--- config.mk ---
export PLATFORM = sky130hd
export DESIGN_NAME = fifo_2_axis_adapter
export DESIGN_NICKNAME = d
export VERILOG_FILES = /design/src/rtl/fifo_2_axis_adapter.sv
export SDC_FILE = /design/constraint.sdc
export NUM_CORES = 1
export LEC_CHECK = 0
export CELL_PAD_IN_SITES_DETAIL_PLACEMENT = 1
export CELL_PAD_IN_SITES_GLOBAL_PLACEMENT = 1
export CORE_MARGIN = 1.5
export CORE_UTILIZATION = 39
export CTS_CLUSTER_DIAMETER = 60
export DETAILED_ROUTE_END_ITERATION = 7
export PLACE_DENSITY_LB_ADDON = 0.1
export SLEW_MARGIN = 10
export SYNTH_ARGS = -nofsm -noshare
export SYNTH_HDL_FRONTEND = slang
export SYNTH_SLANG_ARGS = --single-unit
--- constraint.sdc ---
create_clock -name clk -period 3.1 [get_ports clk]
set_clock_uncertainty 0.15 [all_clocks]
set_input_delay 0.465 -clock clk [delete_from_list [all_inputs] [get_ports clk]]
set_output_delay 0.465 -clock clk [all_outputs]
set_load 0.02 [all_outputs]
--- src/rtl/fifo_2_axis_adapter.sv ---
// fifo_2_axis_adapter: drains a {tuser,tlast,tdata} FIFO into an AXI-Stream master through a 2-entry buffer
module fifo_2_axis_adapter #(
  parameter int AXIS_DATA_WIDTH = 32,
  parameter int FIFO_DATA_WIDTH = AXIS_DATA_WIDTH + 2,
  parameter int COUNT_WIDTH = 16
) (
  input  logic                       clk,
  input  logic                       rst,
  input  logic [FIFO_DATA_WIDTH-1:0] i_fifo_data,
  output logic                       o_fifo_r_stb,
  input  logic                       i_fifo_empty,
  input  logic                       i_fifo_not_empty,
  output logic                       o_axis_tuser,
  output logic                       o_axis_tvalid,
  input  logic                       i_axis_tready,
  output logic                       o_axis_tlast,
  output logic [AXIS_DATA_WIDTH-1:0] o_axis_tdata,
  output logic [COUNT_WIDTH-1:0]     o_frame_count,
  output logic                       o_idle
);
  logic [FIFO_DATA_WIDTH-1:0] head, tail;
  logic [1:0] occ, occ_pop;
  logic inflight, pop;
  assign pop = o_axis_tvalid & i_axis_tready;
  assign occ_pop = occ - {1'b0, pop};
  // credit rule: a new read only when buffered plus in-flight words stay below 2
  assign o_fifo_r_stb = rst & i_fifo_not_empty & ~i_fifo_empty & ((occ_pop + {1'b0, inflight}) < 2'd2);
  assign o_axis_tvalid = occ != 2'd0;
  assign o_axis_tuser = head[FIFO_DATA_WIDTH-1];
  assign o_axis_tlast = head[FIFO_DATA_WIDTH-2];
  assign o_axis_tdata = head[AXIS_DATA_WIDTH-1:0];
  assign o_idle = (occ == 2'd0) & ~inflight & i_fifo_empty;
  always_ff @(posedge clk or negedge rst) begin
    if (!rst) begin
      head <= '0;
      tail <= '0;
      occ <= '0;
      inflight <= 1'b0;
      o_frame_count <= '0;
    end else begin
      inflight <= o_fifo_r_stb;
      occ <= occ_pop + {1'b0, inflight};
      if (pop && occ == 2'd2) head <= tail;
      if (inflight && occ_pop == 2'd0) head <= i_fifo_data;
      if (inflight && occ_pop != 2'd0) tail <= i_fifo_data;
      if (pop && o_axis_tlast) o_frame_count <= o_frame_count + COUNT_WIDTH'(1);
    end
  end
endmodule
# Word level (Yosys, flattened, before mapping)
# Cells that the tools add are included.
# W data, S select, Z words.
[classes] n_reduce_logical=9 div_mod_pow=0 n_bitwise=8 n_lt_le_gt_ge=1 mux=2 n_shift=0 eq_ne=1 multipliers=0 addsub=3
[op_table] cell="$mux W34" count=2
[op_table] cell="$add A16 B1 Y16 const B" count=1
[op_table] cell="$and A1 B1 Y1" count=6
[op_table] cell="$reduce_bool A2 Y1" count=3
[op_table] cell="$logic_and A1 B1 Y1" count=4
[op_table] cell="$logic_not A2 Y1" count=2
[op_table] cell="$add A2 B1 Y2" count=1
[op_table] cell="$eq A2 B2 Y1 const B" count=1
[op_table] cell="$lt A2 B2 Y1 const B" count=1
[op_table] cell="$not A1 Y1" count=2
[op_table] cell="$sub A2 B1 Y2" count=1
[totals] memories=0 latch_bits=0 in_bits=39 ram_bits=0 out_inout_bits=53 rom_bits=0 word_cells=29 register_bits=87

# Logic depth before layout (Yosys ltp)
# Gate-level depths: netlist of the first run.
[logic_depth] ltp_word=6 mapped_depth=10 ltp_nobuf=8

# Worst setup path before layout of the first run
# No wires, ideal clock.
[synth_timing] kind="reg2out" startpoint="register occ[1]" endpoint="output port o_fifo_r_stb" arrival_ns=2.092 slack_ns=0.393 path_stages_with_launch=10 required_time_ns=2.485 cell_sequence="dfrtp_1 -> buf_4 -> o21ai_1 -> inv_1 -> ha_1 -> inv_1 -> ha_1 -> xnor2_1 -> xnor2_1 -> nor3_1"
[synth_via] elab_chain_cells=6
[synth_lines] item="start: declaration" line="22" rtl="logic [1:0] occ, occ_pop;"
[synth_lines] item="start signal: assignment" line="42" rtl="occ <= occ_pop + {1'b0, inflight};"
[synth_lines] item="$reduce_bool A2 Y1" line="28" rtl="assign o_axis_tvalid = occ != 2'd0;"
[synth_lines] item="$and A1 B1 Y1" line="24" rtl="assign pop = o_axis_tvalid & i_axis_tready;"
[synth_lines] item="$sub A2 B1 Y2 (*)" line="25" rtl="assign occ_pop = occ - {1'b0, pop};"
[synth_lines] item="$add A2 B1 Y2 (*)" line="27" rtl="assign o_fifo_r_stb = rst & i_fifo_not_empty & ~i_fifo_empty & ((occ_pop + {1'b0, inflight}) < 2'd2);"
[synth_lines] item="$lt A2 B2 Y1 (*)" line="27"
[synth_lines] item="$and A1 B1 Y1 (*)" line="27"
[synth_lines] item="end: declaration" line="10" rtl="output logic o_fifo_r_stb,"
# Every way passes the cells marked *; elsewhere a longest branch is shown, timed or not.

# Final worst setup path of the first run
[layout_timing] startpoint="input port i_axis_tready" endpoint="output port o_fifo_r_stb"
[layout_via] elab_chain_cells=5
[layout_lines] item="start: declaration" line="15" rtl="input logic i_axis_tready,"
[layout_lines] item="$and A1 B1 Y1" line="24"
[layout_lines] item="$sub A2 B1 Y2" line="25"
[layout_lines] item="$add A2 B1 Y2" line="27"
[layout_lines] item="$lt A2 B2 Y1" line="27"
[layout_lines] item="$and A1 B1 Y1" line="27"
# No other way between the ends.

==> summary.txt, run 1 <==
outcome - completed
setup repair bufs after CTS - 0
critical path peak fanout - 2
setup_tns - 0 ps
GRT Overall Usage - 17.8%
drt wl/cell - 16.2 um
area leader, netlist - dfrtp_1
Crit Path Class - in2out
max-cap violation count - 0
CP peak stage delay - 430 ps
Synth cell types - 23
Critical Path Source Type - input port
first-pass GRT wire length - 13800 um
M3 GR Usage - 3.76%
Slew HR - 58.2%
CTS H-Tree Depth - 3
most common cell after layout, fill and taps aside - clkdlybuf4s50_1
n_diodes - 0
gr busiest metal - met2
Tcrit/Tclk final - 92.9%
CTS Root Buffer Type - clkbuf_8
Slew Viols, Final - 0
vias - 2605
Slew @ Worst Pin - 621 ps
Seq/Total Area, Yosys - 58.9%
RePlAce Congestion - 0.741
HP Class - in2async
die area - 0.0101 mm2
Inserted Clock Buffers - 9
CP cell instances - clkdlybuf4s50_1 -> o21ai_1 -> inv_1 -> ha_1 -> inv_1 -> ha_1 -> xnor2_1 -> xnor2_1 -> nor3_2 -> buf_4
WL final - 8370 um
CP Data Arrival Time - 2270 ps
Chip Height - 100 um
Layout fillers - 980
initial antenna violation count - 0
I/O pin count - 92
largest buffer count on any clock path - 2
Residual DRC - 0
worst r2r src - occ[1]
Clock Latency Late Sink - 350 ps
Slowest-stage cell, CP - clkdlybuf4s50_1
Avg Synthesized Cell Area - 12.3 um2
Die W - 100 um
Placed Cells - 501
# hold bufs at CTS - 0
cell family with most CP delay - buffers and inverters
leakage - 2.30 nW
Final #Nets - 443
RR Endpoint - head[12]
initial core utilization - 40.2%
final number of setup-violating endpoints - 0
vias in the first global route - 2817
min Tclk post-route - 2880 ps
GR Util met2 - 30.3%
Overflow after GRT - 0
layout cells sized above 1 - 18.0%
Register-to-Register Path Depth - 8
Placeable Area - 0.00920 mm2
Final Hold Viols - 0
top area cells in the synthesized netlist - dfrtp_1 59%, mux2_2 11%, mux2i_1 9.2%
Clock Sinks - 87
Tot Pwr - 4.43 mW
CTS tree - done
Req. time, crit path - 2480 ps
largest net degree at the start of global routing - 49
row count - 35
PwrDens - 891 mW/mm2
#FFs+latches synth - 87
post-synth top area share - 58.9%
Peak VDD IR - 409 uV
Reg2Reg Setup Slack - 910 ps
YS warnings - 0
most frequent cells in the layout - 89 x clkdlybuf4s50_1, 87 x dfrtp_1, 39 x nand2_1
Critical Path End Type - output port
RSZ-0062 raised after global routing - no
Starting DRT DRC Count - 27
Syn Inst Count - 300
Syn Std Cell Area - 0.00369 mm2
Buffers on Ports - 91
worst path bufs/invs - 4
Achievable Freq - 347 MHz
Final ANT Viol Nets - 0
met1 GRT Util - 22.2%
first drt pass iteration count - 4
CTS clk-pin slew, worst paths - 90 ps
P&R area growth vs syn - 34.5%
Final Non-Filler Cells - 517
Mapped Nets - 342
detailed placement HPWL - 5750 um
Via density - 5.04
-- worst max path at each step --
stage	startpoint	to	slack (ps)	cells after the start
after floorplan	occ[1]	o_fifo_r_stb	390	9
after global placement	i_axis_tready	o_fifo_r_stb	-260	10
after detailed placement	i_axis_tready	o_fifo_r_stb	-340	10
after CTS	i_axis_tready	o_fifo_r_stb	60	10
after global routing	i_axis_tready	o_fifo_r_stb	20	10
final	i_axis_tready	o_fifo_r_stb	220	10
-- per-layer routing --
metal	routed length, um	part of all wire, %
met2	4250	51
met1	3660	44
met4	93	1.1
met5	0	0
met3	363	4.3
-- where the power goes --
group          leakage (nW)  total [mW]  internal [mW]  switching (mW)
Clock                0.0829       0.717          0.296           0.421
Sequential             1.08        1.89           1.61           0.277
Combinational          1.14        1.82          0.956           0.864
Total                  2.30        4.43           2.86            1.56
-- cells by family after synthesis --
logic type,Yosys count,synth area share [%]
xor gates and xnor gates,17,4.03
adders and majority gates,3,1.02
buffers and inverters,20,2.54
and+or+nand+nor,67,8.16
DFF,87,58.9
AOI/OAI and AO/OA,37,5.45
muxes,69,19.9
-- flip-flops by register name, indices dropped and copies added, names as in the netlist --
register	flops
head	34
tail	34
o_frame_count	16
occ	2
inflight	1
-- synth_stat cells --
library cell	count
and4_1	1
buf_2	9
buf_4	2
clkbuf_1	4
dfrtp_1	87
ha_1	3
inv_1	5
mux2_2	35
mux2i_1	34
nand2_1	39
nand3_1	8
nand4_1	3
nor2_1	6
nor3_1	4
nor3b_1	2
nor4_1	2
o211ai_4	1
o21ai_0	34
o21ai_1	2
or2_2	1
or4_4	1
xnor2_1	8
xor2_1	9
-- stage by stage --
| stage | util (%) | cell area, um2 | hold slack (ps) | setup slack [ps] |
|---|---|---|---|---|
| 6_report | 54.0 | 4970 | 26.7 | 219 |
| 3_3_place_gp | 52.1 | 4790 | 307 | -259 |
| 4_1_cts | 54.1 | 4970 | 40.6 | 55.0 |
| 5_1_grt | 54.0 | 4970 | 58.9 | 23.0 |
| 3_5_place_dp | 52.1 | 4790 | 331 | -337 |
| 2_1_floorplan | - | 3690 | 19.4 | 393 |
-- final cells by class --
type | count | area [um2] | share of cell area, %
Inverter | 5 | 18.8 | 0.378
Sequential cell | 87 | 2180 | 43.8
Clock inverter | 6 | 46.3 | 0.932
Multi-Input combinational cell | 193 | 1450 | 29.2
Tap cell | 111 | 139 | 2.79
Timing Repair Buffer | 105 | 1010 | 20.3
Clock buffer | 10 | 128 | 2.57
-- what timing repair did --
| action | in CTS | in global routing |
|---|---|---|
| endpoints found under the setup margin | 1 | 1 |
| cloned | 0 | 0 |
| pin swaps | 0 | 0 |
| resized for setup | 5 | 2 |
No activity file was read; power rests on OpenSTA's default activity.
==> run 2: changes to the inputs <==
--- a/config.mk
+++ b/config.mk
@@ -8,7 +8,7 @@
 export CELL_PAD_IN_SITES_DETAIL_PLACEMENT = 1
 export CELL_PAD_IN_SITES_GLOBAL_PLACEMENT = 1
 export CORE_MARGIN = 1.5
-export CORE_UTILIZATION = 39
+export CORE_UTILIZATION = 42
 export CTS_CLUSTER_DIAMETER = 60
 export DETAILED_ROUTE_END_ITERATION = 7
 export PLACE_DENSITY_LB_ADDON = 0.1
==> constraint.sdc (replaced) <==
create_clock -name clk -period 3.65 [get_ports clk]
set_clock_uncertainty 0.15 [all_clocks]
set_input_delay 0.5475 -clock clk [delete_from_list [all_inputs] [get_ports clk]]
set_output_delay 0.5475 -clock clk [all_outputs]
set_load 0.02 [all_outputs]
==> run 2 against run 1 <==
- critical path type unchanged
- hold slack gained 68 ps
- critical path depth is the same
- clock-buffer cell count grew 1
- final cell count shrank 1.2%
- via count shrank 1.7%
- combinational power shrank 17%
- final area shrank 0.10%
- setup slack gained 44 ps
- sequential power shrank 14%
- routed wire length shrank 3.1%
- power shrank 14%
- highest routed layer unchanged
- flip-flop and latch count is the same
==> summary.txt, run 2 (synthesized netlist as in run 1, its figures left out) <==
outcome - completed
detailed placement HPWL - 5630 um
Layout fillers - 925
Placeable Area - 0.00864 mm2
Chip Height - 96.8 um
Starting DRT DRC Count - 58
vias in the first global route - 2844
Req. time, crit path - 2950 ps
Placed Instance Area - 0.00477 mm2
# hold bufs at CTS - 0
CTS H-Tree Depth - 3
Residual DRC - 0
footprint of the multi-input gates - 0.00145 mm2
HP Class - in2async
min Tclk post-route - 3390 ps
register area - 0.00218 mm2
Core Util, Final - 57.5%
n_diodes - 0
initial antenna violation count - 0
Slew HR - 56.1%
row count - 34
max-cap violation count - 0
Buffers on Ports - 91
initial core utilization - 42.8%
DP Worst Slack - 14.3 ps
CP Data Arrival Time - 2690 ps
Slew Viols, Final - 0
Via density - 5.01
most frequent cells in the layout - 89 x clkdlybuf4s50_1, 87 x dfrtp_1, 39 x nand2_1
PwrDens - 766 mW/mm2
first-pass GRT wire length - 13900 um
final number of setup-violating endpoints - 0
RSZ-0062 raised after global routing - no
Critical Path Source Type - input port
critical path peak fanout - 2
first drt pass iteration count - 4
die area - 0.00937 mm2
post-layout instance area - 0.00496 mm2
WL final - 8110 um
GRT Overall Usage - 18.5%
Slew @ Worst Pin - 659 ps
Final #Nets - 440
setup_tns - 0 ps
Crit Path Class - in2out
Clock Sinks - 87
PnR worst setup slack - 262 ps
P&R area growth vs syn - 34.4%
CTS Root Buffer Type - clkbuf_8
Clock Latency Late Sink - 350 ps
CTS tree - done
Inserted Clock Buffers - 9
CTS clk-pin slew, worst paths - 80 ps
I/O pin count - 92
Die W - 96.8 um
drt wl/cell - 15.9 um
Tcrit/Tclk final - 92.8%
biggest regs - head: 34 flops, tail: 34 flops, o_frame_count: 16 flops
layout cells sized above 1 - 16.9%
Achievable Freq - 295 MHz
Final ANT Viol Nets - 0
largest net degree at the start of global routing - 53
Peak VDD IR - 370 uV
leakage - 2.29 nW
Final Hold Viols - 0
Final Non-Filler Cells - 511
Critical Path End Type - output port
Overflow after GRT - 0
Placed Cells - 495
vias - 2561
RePlAce Congestion - 0.749
largest buffer count on any clock path - 2
most common cell after layout, fill and taps aside - clkdlybuf4s50_1
## run 2: cell count changes in the layout (fill, tap and decap cells not counted)
| cell | before | now |
|---|---|---|
| bufinv_16 | 0 | 1 |
| buf_4 | 16 | 12 |
| clkinvlp_4 | 2 | 3 |
| nor3_2 | 1 | 0 |
| inv_6 | 1 | 0 |
| nor3_1 | 3 | 4 |
| dlygate4sd2_1 | 0 | 1 |
| clkinv_4 | 2 | 0 |
| clkbuf_8 | 9 | 10 |
## run 2: final timing paths
kind                                      to  cells past startpoint  slack [ps]              start
max                             o_fifo_r_stb                     10         260      i_axis_tready
min                         o_frame_count[6]                      2         100                rst
max reg2reg                         tail[14]                      8        1200             occ[1]
min reg2reg                o_frame_count[15]                      1         330  o_frame_count[15]
max in group asynchronous           head[20]                      3        2190                rst
min in group clk           o_frame_count[15]                      1         330  o_frame_count[15]
## run 2: through the flow
stage	power [mW]	hold WS (ps)
after global routing	4.05	121
after CTS	3.86	107
final	3.80	95.2
after global placement	3.10	308
after floorplan	2.47	102
after detailed placement	3.18	319
## run 2: where the power goes
part	internal, mW	switching (mW)
sequential	1.37	0.256
combinational	0.795	0.714
clock	0.334	0.337
total	2.50	1.31
## run 2: critical path, stage by stage
cell	delay (ps)
clkdlybuf4s50_1	450
o21ai_1	130
inv_1	100
ha_1	290
inv_1	70
ha_1	190
xnor2_1	140
xnor2_1	140
nor3_1	240
dlygate4sd2_1	390
## run 2: final cells by class
| type | instances | share of cell area [%] |
|---|---|---|
| timing repair buffer | 102 | 19.9 |
| inverter | 5 | 0.378 |
| tap | 108 | 2.72 |
| clock buffer | 11 | 2.85 |
| sequential | 87 | 43.9 |
| clock inverter | 5 | 1.16 |
| multi-input combinational | 193 | 29.1 |
## run 2: layer usage
metal  track usage [%]  wire (um)  up-vias
met5                 0          0        -
met4              5.35         57        0
met3              5.92        422        4
met2              30.7       3950       54
met1              23.3       3680     1268
li1                  -          -     1235
## run 2: timing repair
action / in CTS / in global routing
gates resized for setup: 1 / 0
setup endpoints to repair: 1 / 0
setup buffers: 0 / 0
==> run 3: changes to the inputs <==
--- a/config.mk
+++ b/config.mk
@@ -16,3 +16,4 @@
 export SYNTH_ARGS = -nofsm -noshare
 export SYNTH_HDL_FRONTEND = slang
 export SYNTH_SLANG_ARGS = --single-unit
+export TNS_END_PERCENT = 1
==> constraint.sdc (replaced) <==
create_clock -name clk -period 3.65 [get_ports clk]
set_clock_uncertainty 0.15 [all_clocks]
set_input_delay 0.73 -clock clk [delete_from_list [all_inputs] [get_ports clk]]
set_output_delay 0.73 -clock clk [all_outputs]
set_load 0.02 [all_outputs]
==> run 3 against run 2 <==
- via count up 2.6%
- sequential power about the same
- clock-buffer cell count shrank 1
- critical path depth is the same
- power rose by 3.2%
- register-to-register slack improved by 190 ps
- non-clock buffer count up 2
- largest cell class unchanged
- highest routed layer unchanged
==> summary.txt, run 3 (synthesized netlist as in run 1, its figures left out) <==
Comb pwr share - 39.4%
Flop pwr share - 41.2%
Slew HR - 57.5%
initial antenna violation count - 0
PwrDens - 784 mW/mm2
most frequent cells in the layout - 89 x clkdlybuf4s50_1, 87 x dfrtp_1, 39 x nand2_1
CTS tree - done
vias - 2628
Residual DRC - 0
biggest regs - head: 34 flops, tail: 34 flops, o_frame_count: 16 flops
min Tclk post-route - 3450 ps
Tot Pwr - 3.93 mW
Starting DRT DRC Count - 98
max-cap violation count - 0
Req. time, crit path - 2770 ps
setup repair bufs after CTS - 0
largest net degree at the start of global routing - 45
Placeable Area - 0.00864 mm2
Chip Height - 96.8 um
most common cell after layout, fill and taps aside - clkdlybuf4s50_1
Achievable Freq - 290 MHz
Final Hold Viols - 0
Peak VDD IR - 331 uV
Die W - 96.8 um
first-pass GRT wire length - 14600 um
leakage - 2.32 nW
detailed placement HPWL - 5860 um
Register-to-Register Path Depth - 8
Buffers on Ports - 91
initial core utilization - 42.8%
Final #Nets - 442
Critical Path Source Type - input port
RePlAce Congestion - 0.784
drt wl/cell - 16.6 um
net switching power figure - 1.34 mW
I/O pin count - 92
die area - 0.00937 mm2
outcome - completed
CP Data Arrival Time - 2570 ps
clock share of power - 19.4%
layout cells sized above 1 - 17.8%
WL final - 8530 um
Tcrit/Tclk final - 94.6%
Core Util, Final - 58.0%
critical path peak fanout - 2
DP Worst Slack - -342 ps
CTS H-Tree Depth - 3
P&R area growth vs syn - 35.6%
Slew @ Worst Pin - 631 ps
first drt pass iteration count - 4
Clock Latency Late Sink - 350 ps
setup_tns - 0 ps
Overflow after GRT - 0
largest buffer count on any clock path - 2
Inserted Clock Buffers - 9
Slew Viols, Final - 0
row count - 34
Crit Path Class - in2out
Pint - 2.58 mW
GRT Overall Usage - 19.9%
Final ANT Viol Nets - 0
Clock Sinks - 87
sw frac - 34.2%
Via density - 5.12
final number of setup-violating endpoints - 0
n_diodes - 0
PnR worst setup slack - 197 ps
CTS clk-pin slew, worst paths - 80 ps
CTS Root Buffer Type - clkbuf_8
HP Class - in2async
vias in the first global route - 2870
Critical Path End Type - output port
RSZ-0062 raised after global routing - no
[run 3: final cells by class]
class	instances	area, um2
fill	897	3630
sequential	87	2180
multi-input combinational	193	1450
timing repair buffer	104	1000
clock buffer	10	138
tap	108	135
clock inverter	6	93.8
inverter	5	18.8
[run 3: power by group through the flow]
stage	logic, mW	registers [mW]	clock network [mW]
2_1_floorplan	0.644	1.82	0
3_3_place_gp	1.51	1.61	0
3_5_place_dp	1.57	1.63	0
4_1_cts	1.58	1.62	0.789
5_1_grt	1.69	1.67	0.825
6_report	1.55	1.62	0.762
[run 3: routing by layer]
| layer | global-route usage (%) | vias up | wire, um |
|---|---|---|---|
| li1 | - | 1238 | - |
| met4 | 7.69 | 0 | 100 |
| met5 | 0 | - | 0 |
| met2 | 33.2 | 52 | 4400 |
| met1 | 24.9 | 1331 | 3680 |
| met3 | 4.84 | 7 | 355 |
[run 3: final timing paths]
check / start / slack (ps) / endpoint
min in group clk: o_frame_count[15] / 320 / o_frame_count[15]
setup / recovery: i_axis_tready / 200 / o_fifo_r_stb
setup reg to reg: occ[0] / 1390 / tail[33]
hold reg to reg: o_frame_count[15] / 320 / o_frame_count[15]
max in group asynchronous: rst / 2060 / head[8]
hold / removal: rst / 310 / o_frame_count[5]
[run 3: critical path: stages]
cell and delay (ps):
clkdlybuf4s50_1 440, o21ai_1 120, inv_1 90, ha_1 280
inv_1 50, ha_1 180, xnor2_1 170, xnor2_1 120
nor3_1 180, buf_2 210
[run 3: repair_timing]
item                       4_1_cts  5_1_grt
gates cloned                     0        0
hold buffers                     0        0
resized for setup                4        1
setup endpoints to repair        1        1
pin swaps                        0        1
[run 3: stage by stage]
step                      cell area (um2)  hold slack [ps]  std cells
after detailed placement             4780              317        497
after global routing                 5010              349        513
after floorplan                      3690              284        300
after CTS                            5010              329        513
after global placement               4780              308        497
final                                5010              307        513
